<file path="src/rtl/fifo_rd_unpacker.sv">
// -----------------------------------------------------------------------------
// fifo_rd_unpacker
//
// Read-side consumer for the 32-to-128 width-converting async FIFO. Pops wide
// words from the FIFO read port and serialises each word into LANES pixels on
// a valid/ready stream, lane 0 (least significant slice) first. Everything
// runs in the read-clock domain.
//
// A two-word store (cur + nxt) plus one in-flight read covers the FIFO's
// one-cycle read latency, so with a non-empty FIFO and a ready sink the
// stream carries one pixel per clock with no bubbles.
//
// Ports
//   rd_clk         read-domain clock, rising edge
//   rd_rst_n       synchronous active-low reset
//   en             run request
//   flush          one-cycle pulse: drop all held/pending data, go idle
//   fifo_rd_en     FIFO pop (combinational from registers and fifo_rd_empty)
//   fifo_rd_data   FIFO data, valid the cycle after fifo_rd_en
//   fifo_rd_empty  FIFO empty flag
//   pix_valid      pixel valid
//   pix_ready      downstream accept
//   pix_data       current pixel (lane idx of the current word)
//   pix_last_lane  high with the last lane of a word
//   busy           state is not IDLE
//   underflow_cnt  saturating count of starved cycles while running
// -----------------------------------------------------------------------------
module fifo_rd_unpacker #(
    parameter int DIN_WIDTH    = 128,
    parameter int DOUT_WIDTH   = 32,
    parameter int UF_CNT_WIDTH = 16
) (
    input  logic                    rd_clk,
    input  logic                    rd_rst_n,
    input  logic                    en,
    input  logic                    flush,
    output logic                    fifo_rd_en,
    input  logic [DIN_WIDTH-1:0]    fifo_rd_data,
    input  logic                    fifo_rd_empty,
    output logic                    pix_valid,
    input  logic                    pix_ready,
    output logic [DOUT_WIDTH-1:0]   pix_data,
    output logic                    pix_last_lane,
    output logic                    busy,
    output logic [UF_CNT_WIDTH-1:0] underflow_cnt
);

    localparam int LANES = DIN_WIDTH / DOUT_WIDTH;
    localparam int IDX_W = (LANES > 1) ? $clog2(LANES) : 1;
    localparam logic [IDX_W-1:0] LAST_IDX = IDX_W'(LANES - 1);

    typedef enum logic [1:0] {
        ST_IDLE,
        ST_RUN,
        ST_DRAIN
    } state_t;

    state_t                  r_state;
    logic [DIN_WIDTH-1:0]    r_cur;
    logic [DIN_WIDTH-1:0]    r_nxt;
    logic                    r_cur_v;
    logic                    r_nxt_v;
    logic                    r_rd_pend;
    logic                    r_started;
    logic [IDX_W-1:0]        r_idx;
    logic [UF_CNT_WIDTH-1:0] r_uf_cnt;

    logic                    w_hs;
    logic                    w_last_hs;
    logic                    w_cap_cur;
    logic                    w_cap_nxt;
    logic [1:0]              w_occ;
    logic                    w_rd_en;
    logic                    w_starved;
    logic [DOUT_WIDTH-1:0]   w_pix;

    // Words held or in flight; a new read is allowed only while below two.
    assign w_occ = 2'(r_cur_v) + 2'(r_nxt_v) + 2'(r_rd_pend);

    // Gated by reset so the FIFO is never popped while the block is held in reset.
    assign w_rd_en = rd_rst_n && (r_state == ST_RUN) && !fifo_rd_empty
                     && !flush && (w_occ < 2'd2);

    assign w_hs      = r_cur_v && pix_ready;
    assign w_last_hs = w_hs && (r_idx == LAST_IDX);

    // The returning word goes straight into cur when cur is empty, or when
    // cur is retiring this cycle with nothing queued behind it; else into nxt.
    assign w_cap_cur = r_rd_pend && (!r_cur_v || (w_last_hs && !r_nxt_v));
    assign w_cap_nxt = r_rd_pend && !w_cap_cur;

    assign w_starved = (r_state == ST_RUN) && r_started && pix_ready && !r_cur_v;

    // NOTE: every signal assigned in always_comb gets a default first, so no
    // path leaves it unassigned and no latch is inferred.
    always_comb begin
        w_pix = '0;
        for (int l = 0; l < LANES; l++) begin
            if (r_idx == IDX_W'(l)) begin
                w_pix = r_cur[l*DOUT_WIDTH +: DOUT_WIDTH];
            end
        end
    end

    assign fifo_rd_en    = w_rd_en;
    assign pix_valid     = r_cur_v;
    assign pix_data      = w_pix;
    assign pix_last_lane = r_cur_v && (r_idx == LAST_IDX);
    assign busy          = (r_state != ST_IDLE);
    assign underflow_cnt = r_uf_cnt;

    // NOTE: sequential state uses non-blocking assignments only, so every
    // register samples the pre-edge values of the others.
    always_ff @(posedge rd_clk) begin
        if (!rd_rst_n) begin
            r_state   <= ST_IDLE;
            // NOTE: the word registers are reset too, because pix_data must
            // read zero out of reset; they are only two words wide.
            r_cur     <= '0;
            r_nxt     <= '0;
            r_cur_v   <= 1'b0;
            r_nxt_v   <= 1'b0;
            r_rd_pend <= 1'b0;
            r_started <= 1'b0;
            r_idx     <= '0;
            r_uf_cnt  <= '0;
        end else if (flush) begin
            // Drop everything, including a word returning this very cycle.
            r_state   <= ST_IDLE;
            r_cur_v   <= 1'b0;
            r_nxt_v   <= 1'b0;
            r_rd_pend <= 1'b0;
            r_started <= 1'b0;
            r_idx     <= '0;
            r_uf_cnt  <= '0;
        end else begin
            r_rd_pend <= w_rd_en;

            case (r_state)
                ST_IDLE: begin
                    if (en) r_state <= ST_RUN;
                end
                ST_RUN: begin
                    if (!en) r_state <= ST_DRAIN;
                end
                ST_DRAIN: begin
                    if (en) begin
                        r_state <= ST_RUN;
                    end else if (!r_cur_v && !r_nxt_v && !r_rd_pend) begin
                        r_state <= ST_IDLE;
                    end
                end
                default: r_state <= ST_IDLE;
            endcase

            if (r_state == ST_IDLE) begin
                r_started <= 1'b0;
            end else if (w_hs) begin
                r_started <= 1'b1;
            end

            if (w_hs) begin
                r_idx <= (r_idx == LAST_IDX) ? '0 : r_idx + IDX_W'(1);
            end

            if (w_cap_cur) begin
                r_cur   <= fifo_rd_data;
                r_cur_v <= 1'b1;
            end else if (w_last_hs) begin
                if (r_nxt_v) begin
                    r_cur <= r_nxt;
                end
                r_cur_v <= r_nxt_v;
            end

            if (w_cap_nxt) begin
                r_nxt   <= fifo_rd_data;
                r_nxt_v <= 1'b1;
            end else if (w_last_hs && r_nxt_v) begin
                r_nxt_v <= 1'b0;
            end

            if (w_starved && !(&r_uf_cnt)) begin
                r_uf_cnt <= r_uf_cnt + UF_CNT_WIDTH'(1);
            end
        end
    end

endmodule
</file>
<file path="config.mk">
export PLATFORM = sky130hd
export DESIGN_NAME = fifo_rd_unpacker
export DESIGN_NICKNAME = d
export VERILOG_FILES = /design/src/rtl/fifo_rd_unpacker.sv
export SDC_FILE = /design/constraint.sdc
export NUM_CORES = 1
export LEC_CHECK = 0
export BUFFER_PORTS_ARGS = -buffer_cell sky130_fd_sc_hd__buf_2
export CAP_MARGIN = 40
export CORE_MARGIN = 4
export CORE_UTILIZATION = 40
export DETAILED_ROUTE_END_ITERATION = 10
export PLACE_DENSITY_LB_ADDON = 0.25
export SLEW_MARGIN = 20
export SYNTH_ARGS = -nofsm -noshare
export SYNTH_HDL_FRONTEND = slang
export SYNTH_SLANG_ARGS = --single-unit
</file>
<file path="constraint.sdc">
create_clock -name rd_clk -period 3.05 [get_ports rd_clk]
set_input_delay 0.1525 -clock rd_clk [delete_from_list [all_inputs] [get_ports rd_clk]]
set_output_delay 0.1525 -clock rd_clk [all_outputs]
set_load 0.01 [all_outputs]
</file>
---- Word-level counts from Yosys, hierarchy flattened ----
Index checks and enable logic that the tools add are counted.
W data, S select, Z words.
operators by class
  add/sub/neg operators ................... 4
  magnitude comparators ................... 1
  eq/ne operators ......................... 8
  mux-type cells .......................... 17
  bitwise gates (word level) .............. 2
  reduce and logical (&&, ||, !) cells .... 37
operator list
  cell                     number
  $mux W128                3
  $mux W32                 4
  $logic_and A1 B1 Y1      17
  $add A16 B1 Y16 const B  1
  $reduce_and A16 Y1       1
  $mux W2                  5
  $reduce_bool A2 Y1       4
  $logic_not A1 Y1         7
  $eq A2 B2 Y1 const B     3
  $pmux W2 S3              1
  $reduce_and A3 Y1        2
  $eq A2 B1 Y1 const B     2
  $logic_not A2 Y1         2
  $mux W1                  4
  $ne A2 B2 Y1 const B     2
  $ne A3 B3 Y1 const B     1
  $reduce_or A3 Y1         1
  $add A1 B1 Y2            1
  $add A2 B1 Y2            1
  $add A2 B1 Y2 const B    1
  $lt A2 B2 Y1 const B     1
  $not A1 Y1               2
  $reduce_and A2 Y1        1
  $reduce_or A2 Y1         1
  $logic_or A1 B1 Y1       1
storage, ports and cells
  register bits after elaboration ......... 280
  input bits .............................. 134
  output and inout bits ................... 52
  word-level logic and storage cells ...... 78

---- Longest topological paths before layout ----
  depth in word-level cells ............... 8
  depth in mapped cells ................... 8
  mapped depth without buffers ............ 6

---- Least setup slack after synthesis ----
Ideal clock, no wire load.
  kind .................................... register to register
  from .................................... register r_idx[0]
  to ...................................... register r_nxt[77]
  library setup time ...................... 116 ps
  data arrival time ....................... 1611 ps
  data required time ...................... 2934 ps
  slack ................................... 1323 ps
  cell stages (with the launch flop) ...... 8
  path buffers ............................ 2
  period minus slack after synthesis ...... 1727 ps
  path through ............................ dfxtp_1 -> ha_1 -> and3b_2 -> or3_1 -> buf_2 -> clkbuf_1 -> nand2_1 -> a21boi_1
on the way
  word-level cells in the longest chain between the ends .. 8
ends and longest elaborated chain
  element                             line  RTL
  start: declaration                  65    logic [IDX_W-1:0] r_idx;
  start signal: assignment            163   r_idx <= (r_idx == LAST_IDX) ? '0 : r_idx + IDX_W'(1);
  $eq A2 B2 Y1                        85    assign w_last_hs = w_hs && (r_idx == LAST_IDX);
  $logic_and A1 B1 Y1                 85
  $logic_and A1 B1 Y1                 89    assign w_cap_cur = r_rd_pend && (!r_cur_v || (w_last_hs && !r_nxt_v));
  $logic_or A1 B1 Y1                  89
  $logic_and A1 B1 Y1                 89
  $logic_not A1 Y1                    90    assign w_cap_nxt = r_rd_pend && !w_cap_cur;
  $logic_and A1 B1 Y1                 90
  $reduce_and A2 Y1 (no source line)  -
  end signal: assignment              177   r_nxt <= fifo_rd_data;
  end: declaration                    60    logic [DIN_WIDTH-1:0] r_nxt;
No other way between the ends.
A chain may end at the register's enable or synchronous reset.

---- Worst setup path after layout ----
  from .................................... register r_idx[0]
  to ...................................... output pix_data[7]
on the way
  word-level cells in the longest chain between the ends .. 5
  elaborated cells on any way between the ends .. 8
  classes of those cells .................. eq/ne: 3; mux: 4; reduce/logical: 1
ends and longest elaborated chain
  element                 line  RTL
  $logic_not A2 Y1        99    if (r_idx == IDX_W'(l)) begin
  $mux W32 (3 in series)  99
  $mux W32 (*)            99
  end: declaration        42    output logic [DOUT_WIDTH-1:0] pix_data,
Mark *: on every way between the ends. The rest lies on a longest branch, timed or not.

==> results.yml <==
outcome:
  status: "completed"
routing:
  totalWireLength_um: 40300
  avgViaCountPerCell: 5.35
  drt-initial-drc-count: 958
  drc: 0
  via_count: 12200
  drt_first_pass_iters: 6
  ant_nets: 0
  wl_per_cell_um: 17.6
worst_hold_path:
  worstHoldStart: "flush"
  min_to: "pix_valid"
  holdCritPathClass: "input pin to flip-flop"
  worstHoldPathCells: 3
synth:
  yosys_warnings: 0
  synth_most_common_cell: "nand2_1"
  synth_edf_count: 0
  synthFlopType: "dfxtp_1"
  synth_area_per_cell_um2: 7.54
  synth.area.top_cells: "dfxtp_1, nand2_1, a21boi_1"
  syn-cell-area_mm2: 0.0124
  netlist_instances: 1640
  synth_top_area_cell: "dfxtp_1"
  async_reset_ff_share_pct: 0
  synth_nets: 1780
  yosysSeqAreaShare_pct: 45.3
  ys_types: 45
  ys_ff_latch: 280
  yosysTopAreaCellShare_pct: 45.3
  synth_commonest_cells: "nand2_1, dfxtp_1, o21ai_0"
setup_path:
  end_kind: "output port"
  crit_type: "flip-flop to output port"
  timing.rr.end: "r_cur[74]"
  critPathBufInv: 3
  crit_family: "adder cells"
  reg2regPathDepth: 5
  crit_required_ns: 2.90
  max_stage_delay_ns: 0.69
  rrSetupSlack_ns: 0.79
  r2r_start: "pix_valid"
  crit_path_frequent_cell: "a21oi_1"
  crit_path_start_kind: "flip-flop"
  arrival_ns: 2.66
  slowest_stage: "ha_2"
  crit_chain: "inv_1 > ha_2 > buf_4 > a21oi_1 > a21oi_1 > o21ai_0 > buf_2"
  worstPathMaxFanout: 38
  startpoint: "r_idx[0]"
cells_and_area:
  layout.cells.non_filler: 2285
  nets: 2005
  layout-drive-gt1-share_pct: 14.3
  num_antenna_cells: 0
  fill_cells: 2964
  areaGrowthSynthToFinish_pct: 28.2
floorplanning:
  initial_core_util_pct: 40.5
  num_rows: 64
  die_h_um: 184
  die_area_mm2: 0.0338
  coreArea_mm2: 0.0305
  die_width_um: 184
  ios: 186
clock_tree:
  worstSkewPairLatency_ns: 0.55
  clock-sinks: 280
  cts-root-buf: "clkbuf_16"
  ctsHoldBuffers: 131
  tritoncts: "built"
  clkTransAtPathRegs_ns: 0.06
  numCtsBuffers: 31
  cts-resized-gates: 0
  postCtsSetupRepairBufs: 0
  cts_buffer_depth: 3
  htreeDepth: 1
global_routing:
  grt_usage_pct: 22.9
  grt_max_degree: 257
  antenna_found_initial: 2
  grt-ovfl-total: 0
  grt_pass1_wl_um: 62900
  grt_pass1_vias: 11600
flow_run:
  cap_violations: 0
timing:
  hold_viol_final: 0
  tns_ns: 0
  holdWs_ns: 0.122
  rsz0062_at_grt: "no"
  worst_pin_slew_ns: 1.10
  finalMaxSlewViolations: 0
  skew_ns: 0.0101
  slew_headroom_pct: 26.9
  fmax_mhz: 356
  finalCriticalPeriod_ns: 2.81
  final-setup-viol-count: 0
  fin_ws_ns: 0.241
  finalCritPeriodShare_pct: 92.1
placement:
  dp_hpwl_um: 24500
  pre_cts_ws_ns: 0.804
  numPortBuffers: 185
  numPlacedInstances: 2097
  gp_congestion: 0.780
pwr:
  power_density_mw_per_mm2: 497
  power.total_mw: 7.89
  p_leak_nw: 5.51
  ir_drop_v: 0.000385
==> report_power, final <==
part	switching, mW	internal [mW]	total, mW
registers	0.0129	3.67	3.68
logic	0.179	0.227	0.405
clock network	1.52	2.28	3.80
==> layout by cell type (no fill, tap or decap), types with 6 or more instances in the layout <==
| cell | instances |
|---|---|
| a21boi_1 | 110 |
| nand4_1 | 6 |
| buf_12 | 11 |
| nand3b_1 | 32 |
| a21oi_1 | 77 |
| buf_4 | 7 |
| o21ai_0 | 164 |
| dlygate4sd3_1 | 131 |
| buf_2 | 184 |
| or4_1 | 6 |
| dfxtp_1 | 280 |
| clkbuf_8 | 14 |
| nand2b_1 | 6 |
| a31oi_1 | 128 |
| nand2_1 | 594 |
| o31ai_1 | 6 |
| a21boi_0 | 18 |
| nand3_1 | 7 |
| clkbuf_16 | 31 |
| inv_1 | 8 |
==> metrics by stage <==
step | util [%] | area (um^2)
2_1_floorplan | - | 12400
3_3_place_gp | 44.1 | 13500
3_5_place_dp | 44.2 | 13500
4_1_cts | 52.0 | 15900
5_1_grt | 52.0 | 15900
6_report | 52.0 | 15900
==> sequential cells by signal (all words and copies together) (netlist names) <==
signal	count
r_started	1
r_nxt_v	1
r_cur	128
r_nxt	128
r_idx	2
underflow_cnt	16
r_state	2
pix_valid	1
r_rd_pend	1
==> worst reg2reg max path: cells and delay by family (launching register included) <==
kind                   cells  cell delay (ns)
AOI/OAI and AO/OA          4             1.06
DFF                        1             0.67
buffers and inverters      1             0.46
==> cell families (layout without fill, tap and decap cells) <==
kind of cell | Yosys count | in the layout | synth area share, %
and+or+nand+nor | 682 | 682 | 23.1
AOI/OAI and AO/OA | 517 | 517 | 25.3
DFF | 280 | 280 | 45.3
buffers and inverters | 150 | 399 | 5.26
adders and majority gates | 6 | 6 | 0.607
muxes | 5 | 5 | 0.405
==> cell type report <==
| class | count | area, um^2 | area share (%) |
|---|---|---|---|
| flip-flops and latches | 280 | 5610 | 35.4 |
| clock inverters | 8 | 71.3 | 0.450 |
| multi-input cells | 1210 | 6150 | 38.8 |
| clock buffers | 49 | 983 | 6.20 |
| inverters | 8 | 30.0 | 0.189 |
| repair buffers | 334 | 2520 | 15.9 |
| well taps | 396 | 495 | 3.13 |
==> per-layer routing <==
layer	GRT usage (%)	wire (um)	vias to the layer above
li1	-	-	6051
met1	28.2	16600	5737
met2	39.7	19500	345
met3	3.11	1940	87
met4	10.9	2240	4
met5	0	27	-
==> worst max path at each step <==
stage	to	slack, ns	depth (start not counted)
2_1_floorplan	r_nxt[77]	1.32	7
3_3_place_gp	pix_data[6]	0.83	6
3_5_place_dp	pix_data[7]	0.80	7
4_1_cts	pix_data[7]	0.24	7
5_1_grt	pix_data[9]	0.06	7
6_report	pix_data[7]	0.24	7
No activity file was read; power rests on OpenSTA's default activity.
